<file path="config.mk">
export PLATFORM = sky130hd
export DESIGN_NAME = ram_port_arbiter
export DESIGN_NICKNAME = d
export VERILOG_FILES = /design/src/rtl/ram_port_arbiter.sv
export SDC_FILE = /design/constraint.sdc
export NUM_CORES = 1
export LEC_CHECK = 0
export ABC_AREA = 0
export BUFFER_PORTS_ARGS = -buffer_cell sky130_fd_sc_hd__buf_2
export CAP_MARGIN = 0
export CORE_MARGIN = 2
export CORE_UTILIZATION = 43
export DETAILED_ROUTE_END_ITERATION = 16
export GPL_TIMING_DRIVEN = 0
export PLACE_DENSITY = 0.89
export SLEW_MARGIN = 20
export SYNTH_ARGS = -nofsm -noshare
export SYNTH_HDL_FRONTEND = slang
export SYNTH_HIERARCHICAL = 1
export SYNTH_SLANG_ARGS = --single-unit
</file>
<file path="constraint.sdc">
create_clock -name clk -period 8.2 [get_ports clk]
set_clock_uncertainty 0.1 [all_clocks]
set_input_delay 0.41 -clock clk [delete_from_list [all_inputs] [get_ports clk]]
set_output_delay 0.41 -clock clk [all_outputs]
set_load 0.005 [all_outputs]
</file>
<file path="src/rtl/ram_port_arbiter.sv">
// Shares one simple dual-port RAM among NUM_PORTS requesters using independent
// round-robin arbiters on the write and read ports; read data returns after one cycle.

module ram_port_rr_arb #(
  parameter int unsigned NUM_PORTS = 4
) (
  input  logic                         clk,
  input  logic                         rst_n,
  input  logic [NUM_PORTS-1:0]         req,
  output logic [NUM_PORTS-1:0]         gnt,
  output logic [$clog2(NUM_PORTS)-1:0] sel
);
  localparam int unsigned PTR_W = $clog2(NUM_PORTS);
  localparam int unsigned SUM_W = PTR_W + 1;

  logic [PTR_W-1:0] ptr;
  logic [PTR_W-1:0] ptr_next;
  logic [SUM_W-1:0] cand;
  logic             found;

  // Scan ptr, ptr+1, ... (mod NUM_PORTS); with no winner, sel holds at ptr.
  always_comb begin
    gnt   = '0;
    sel   = ptr;
    found = 1'b0;
    cand  = '0;
    for (int unsigned k = 0; k < NUM_PORTS; k++) begin
      cand = SUM_W'(ptr) + SUM_W'(k);
      if (cand >= SUM_W'(NUM_PORTS)) begin
        cand = cand - SUM_W'(NUM_PORTS);
      end
      if (!found && req[cand[PTR_W-1:0]]) begin
        found                 = 1'b1;
        sel                   = cand[PTR_W-1:0];
        gnt[cand[PTR_W-1:0]]  = 1'b1;
      end
    end
    if (!rst_n) begin
      gnt   = '0;
      found = 1'b0;
      sel   = ptr;
    end
  end

  always_comb begin
    ptr_next = ptr;
    if (found) begin
      ptr_next = (sel == PTR_W'(NUM_PORTS - 1)) ? '0 : sel + PTR_W'(1);
    end
  end

  always_ff @(posedge clk or negedge rst_n) begin
    if (!rst_n) begin
      ptr <= '0;
    end else begin
      ptr <= ptr_next;
    end
  end
endmodule

module ram_port_arbiter #(
  parameter int unsigned NUM_PORTS  = 4,
  parameter int unsigned DATA_WIDTH = 8,
  parameter int unsigned SIZE       = 1024
) (
  input  logic                                  clk,
  input  logic                                  rst_n,
  input  logic [NUM_PORTS-1:0]                  wr_req,
  input  logic [NUM_PORTS*$clog2(SIZE)-1:0]     wr_address,
  input  logic [NUM_PORTS*DATA_WIDTH-1:0]       wr_data,
  output logic [NUM_PORTS-1:0]                  wr_gnt,
  input  logic [NUM_PORTS-1:0]                  rd_req,
  input  logic [NUM_PORTS*$clog2(SIZE)-1:0]     rd_address,
  output logic [NUM_PORTS-1:0]                  rd_gnt,
  output logic [NUM_PORTS-1:0]                  rd_valid,
  output logic [DATA_WIDTH-1:0]                 rd_data,
  output logic                                  ram_w_enable,
  output logic [$clog2(SIZE)-1:0]               ram_w_address,
  output logic [DATA_WIDTH-1:0]                 ram_w_data,
  output logic                                  ram_r_enable,
  output logic [$clog2(SIZE)-1:0]               ram_r_address,
  input  logic [DATA_WIDTH-1:0]                 ram_r_data
);
  localparam int unsigned ADDRESS_WIDTH = $clog2(SIZE);
  localparam int unsigned PTR_W         = $clog2(NUM_PORTS);

  logic [ADDRESS_WIDTH-1:0] wr_addr_a [NUM_PORTS];
  logic [DATA_WIDTH-1:0]    wr_data_a [NUM_PORTS];
  logic [ADDRESS_WIDTH-1:0] rd_addr_a [NUM_PORTS];
  logic [PTR_W-1:0]         wr_sel;
  logic [PTR_W-1:0]         rd_sel;

  for (genvar i = 0; i < NUM_PORTS; i++) begin : g_unpack
    assign wr_addr_a[i] = wr_address[i*ADDRESS_WIDTH +: ADDRESS_WIDTH];
    assign wr_data_a[i] = wr_data[i*DATA_WIDTH +: DATA_WIDTH];
    assign rd_addr_a[i] = rd_address[i*ADDRESS_WIDTH +: ADDRESS_WIDTH];
  end

  ram_port_rr_arb #(.NUM_PORTS(NUM_PORTS)) u_wr_arb (
    .clk   (clk),
    .rst_n (rst_n),
    .req   (wr_req),
    .gnt   (wr_gnt),
    .sel   (wr_sel)
  );

  ram_port_rr_arb #(.NUM_PORTS(NUM_PORTS)) u_rd_arb (
    .clk   (clk),
    .rst_n (rst_n),
    .req   (rd_req),
    .gnt   (rd_gnt),
    .sel   (rd_sel)
  );

  assign ram_w_enable  = |wr_gnt;
  assign ram_w_address = wr_addr_a[wr_sel];
  assign ram_w_data    = wr_data_a[wr_sel];
  assign ram_r_enable  = |rd_gnt;
  assign ram_r_address = rd_addr_a[rd_sel];
  assign rd_data       = ram_r_data;

  // The RAM's read register and this strobe line up, tagging data with its owner.
  always_ff @(posedge clk or negedge rst_n) begin
    if (!rst_n) begin
      rd_valid <= '0;
    end else begin
      rd_valid <= rd_gnt;
    end
  end
endmodule

</file>
==> results.sh <==
export IMPL_yosysWarnings=6
export IMPL_pwr_share_seq_pct=7.3
export IMPL_hold_path_class="input pin to asynchronous set/reset pin"
export IMPL_regToRegEndpoint="u_rd_arb/ptr[1]"
export IMPL_worst_slack_ns=4.15
export IMPL_postCtsSetupRepairBufs=0
export IMPL_num_io_pins=180
export IMPL_worstSetupPathType="flop to primary output"
export IMPL_grt_setup_unrepaired="no"
export IMPL_ant_nets=0
export IMPL_syn_avg_cell_area_sq_um=11.5
export IMPL_core_area_sq_um=4750
export IMPL_netlist_instances=185
export IMPL_async_flop_share_pct=100
export IMPL_crit_required_ns=7.69
export IMPL_drv_cap=0
export IMPL_drc=0
export IMPL_antenna_found_initial=0
export IMPL_p_int_mw=0.671
export IMPL_worst_slew_pin_slew_ns=0.525
export IMPL_synth_edff_count=0
export IMPL_fin_area_sq_um=3110
export IMPL_num_rows=25
export IMPL_status="complete, no violations"
export IMPL_port_buffers=169
export IMPL_drtIter0Drc=81
export IMPL_yosysUniqueCellTypes=47
export IMPL_dp_cells=421
export IMPL_insertion_delay_ns=0.22
export IMPL_setup_viol=0
export IMPL_power_total_mw=1.22
export IMPL_period_needed_ns=4.05
export IMPL_drive_above_1_share_pct=63.7
export IMPL_hold_violations=0
export IMPL_pwr_share_comb_pct=88.9
export IMPL_timing_rr_start="u_rd_arb/ptr[1]"
export IMPL_endpoint_kind="primary output"
export IMPL_rrSetupSlack_ns=5.32
export IMPL_drv_slew=0
export IMPL_die_height_um=74.4
export IMPL_endpoint="ram_r_address[1]"
export IMPL_cp_max_fo=10
export IMPL_clkPwrFrac_pct=3.8
export IMPL_fin_util_pct=65.4
export IMPL_grt_first_pass_wirelength_um=9870
export IMPL_hold_slack_ns=0.491
export IMPL_switchingPower_mw=0.546
export IMPL_setup_tns_ns=0
export IMPL_ys_flop_type="dfrtp_1"
export IMPL_clkSinkCount=8
export IMPL_area_growth_syn_to_layout_pct=46.1
export IMPL_final_cells=425
export IMPL_die_w_um=74.4
export IMPL_seq_area_frac_synth_pct=9.40
export IMPL_p_per_area_nw_per_um2=391
export IMPL_dp_hpwl_um=5930
export IMPL_leakage_nw=1.55
export IMPL_cts_htree_levels=1
export IMPL_fmax_mhz=247
export IMPL_cts_root_buf="clkbuf_8"
export IMPL_syn_nets=331
export IMPL_vias=2376
export IMPL_fin_nets=506
export IMPL_fill_cells=397
export IMPL_place_ws_ns=4.40
export IMPL_grt_pass1_vias=2195
export IMPL_vdd_drop_max_v=0.000211
export IMPL_start_util_pct=44.8
export IMPL_gp_congestion=0.826
export IMPL_placed_area_sq_um=3060
export IMPL_crit_arrival_ns=3.54
export IMPL_register_area_sq_um=200
export IMPL_layout_common_cells="173 x buf_2, 28 x mux4_2, 17 x a22oi_1"
export IMPL_grt_overflow=0
export IMPL_avgViaCountPerCell=5.59
export IMPL_final_common_cell="buf_2"
export IMPL_cp_start_kind="flop"
export IMPL_firstDrtPassIters=5
export IMPL_grtUsageTotal_pct=22.5
export IMPL_netSwitchingFraction_pct=44.9
export IMPL_period_share_pct=49.3
export IMPL_ctsLongestPathBuffers=2
export IMPL_yosys_register_bits=8
export IMPL_numCtsBuffers=3
export IMPL_clk_pin_slew_ns=0.04
export IMPL_cp_startpoint="u_rd_arb/ptr[0]"
export IMPL_diodes=0
export IMPL_synthesis_area_sq_um=2130
export IMPL_cts_resized=0
export IMPL_slew_headroom_pct=65.0
export IMPL_die_area_sq_um=5530
export IMPL_drt_total_wl_um=6920
export IMPL_multi_input_area_sq_um=1730
export IMPL_wl_per_cell_um=16.3
export IMPL_grt_max_degree=15
export IMPL_reg2reg_depth=7
export IMPL_cts_tree="yes"
==> final cells by class <==
| class | instances | area share, % |
|---|---|---|
| Inverter | 7 | 0.845 |
| Multi-Input combinational cell | 148 | 55.6 |
| Sequential cell | 8 | 6.44 |
| Tap cell | 67 | 2.70 |
| Clock buffer | 3 | 1.33 |
| Timing Repair Buffer | 170 | 27.5 |
| Buffer | 22 | 5.55 |
==> worst min path at each step <==
stage	endpoint	startpoint	cells past startpoint
4_1_cts	u_rd_arb/ptr[0]	rst_n	2
6_report	rd_valid[0]	rst_n	2
3_3_place_gp	rd_valid[0]	rst_n	1
2_1_floorplan	rd_valid[0]	rst_n	0
5_1_grt	u_wr_arb/ptr[1]	wr_req[0]	4
3_5_place_dp	rd_valid[0]	rst_n	1
==> synth_stat cells, types with 2 or more instances <==
cell type	n	share of area, %
o21ai_1	6	1.4
mux2i_1	5	2.4
mux4_2	28	30
o31ai_1	2	0.70
mux4_1	8	9.9
clkbuf_1	3	0.53
nor2b_2	2	0.82
a21oi_1	9	2.1
a211oi_1	4	1.4
buf_4	8	2.8
nor2_1	4	0.70
xnor2_1	3	1.2
nand2b_4	2	1.3
or2_0	3	0.88
and2_1	5	1.5
dfrtp_1	8	9.4
mux2_2	2	1.1
nand2_1	7	1.2
nor3_1	2	0.47
buf_2	4	0.94
buf_6	5	2.6
o21ai_0	2	0.47
inv_1	7	1.2
ha_1	16	9.4
a22oi_1	17	6.0
or4_1	2	0.70
==> power groups by stage <==
| stage | registers (mW) | logic [mW] | clock network (mW) |
|---|---|---|---|
| after detailed placement | 0.0893 | 1.08 | 0 |
| after CTS | 0.0887 | 1.09 | 0.0468 |
| after global placement | 0.0876 | 1.05 | 0 |
| after global routing | 0.0924 | 1.18 | 0.0493 |
| after floorplan | 0.0830 | 0.774 | 0 |
| final | 0.0891 | 1.08 | 0.0457 |
==> state kept, by name, summed over array words and instances (netlist names) <==
name	cells
u_wr_arb/ptr	2
rd_valid	4
u_rd_arb/ptr	2
==> per-layer routing <==
layer	vias up	global-route usage [%]	routed length (um)
li1	1109	-	-
met1	1141	26.3	2530
met2	118	42.6	3770
met3	8	3.79	538
met4	0	5.56	75
met5	-	0	0
==> cells by family after synthesis <==
| family | share of synthesized area, % |
|---|---|
| AOI/OAI and AO/OA | 17.7 |
| xor gates and xnor gates | 1.23 |
| adders and majority gates | 9.40 |
| muxes | 42.9 |
| DFF | 9.40 |
| buffers and inverters | 9.34 |
| and+or+nand+nor | 10.0 |
==> worst max-delay path, cell delays in order, from the launching register on <==
cell      delay, ns
dfrtp_1        0.49
buf_6          0.21
inv_1          0.12
ha_1           0.40
mux4_2         0.39
a21oi_1        0.07
a211oi_1       0.40
a22oi_1        0.11
a21oi_1        0.13
clkbuf_1       0.43
mux4_2         0.40
buf_2          0.14
==> what timing repair did <==
item                                   4_1_cts  5_1_grt
setup endpoints to repair                    0        0
endpoints found under the hold margin        8        0
hold buffers                                 1        0
No activity file was read; power rests on OpenSTA's default activity.
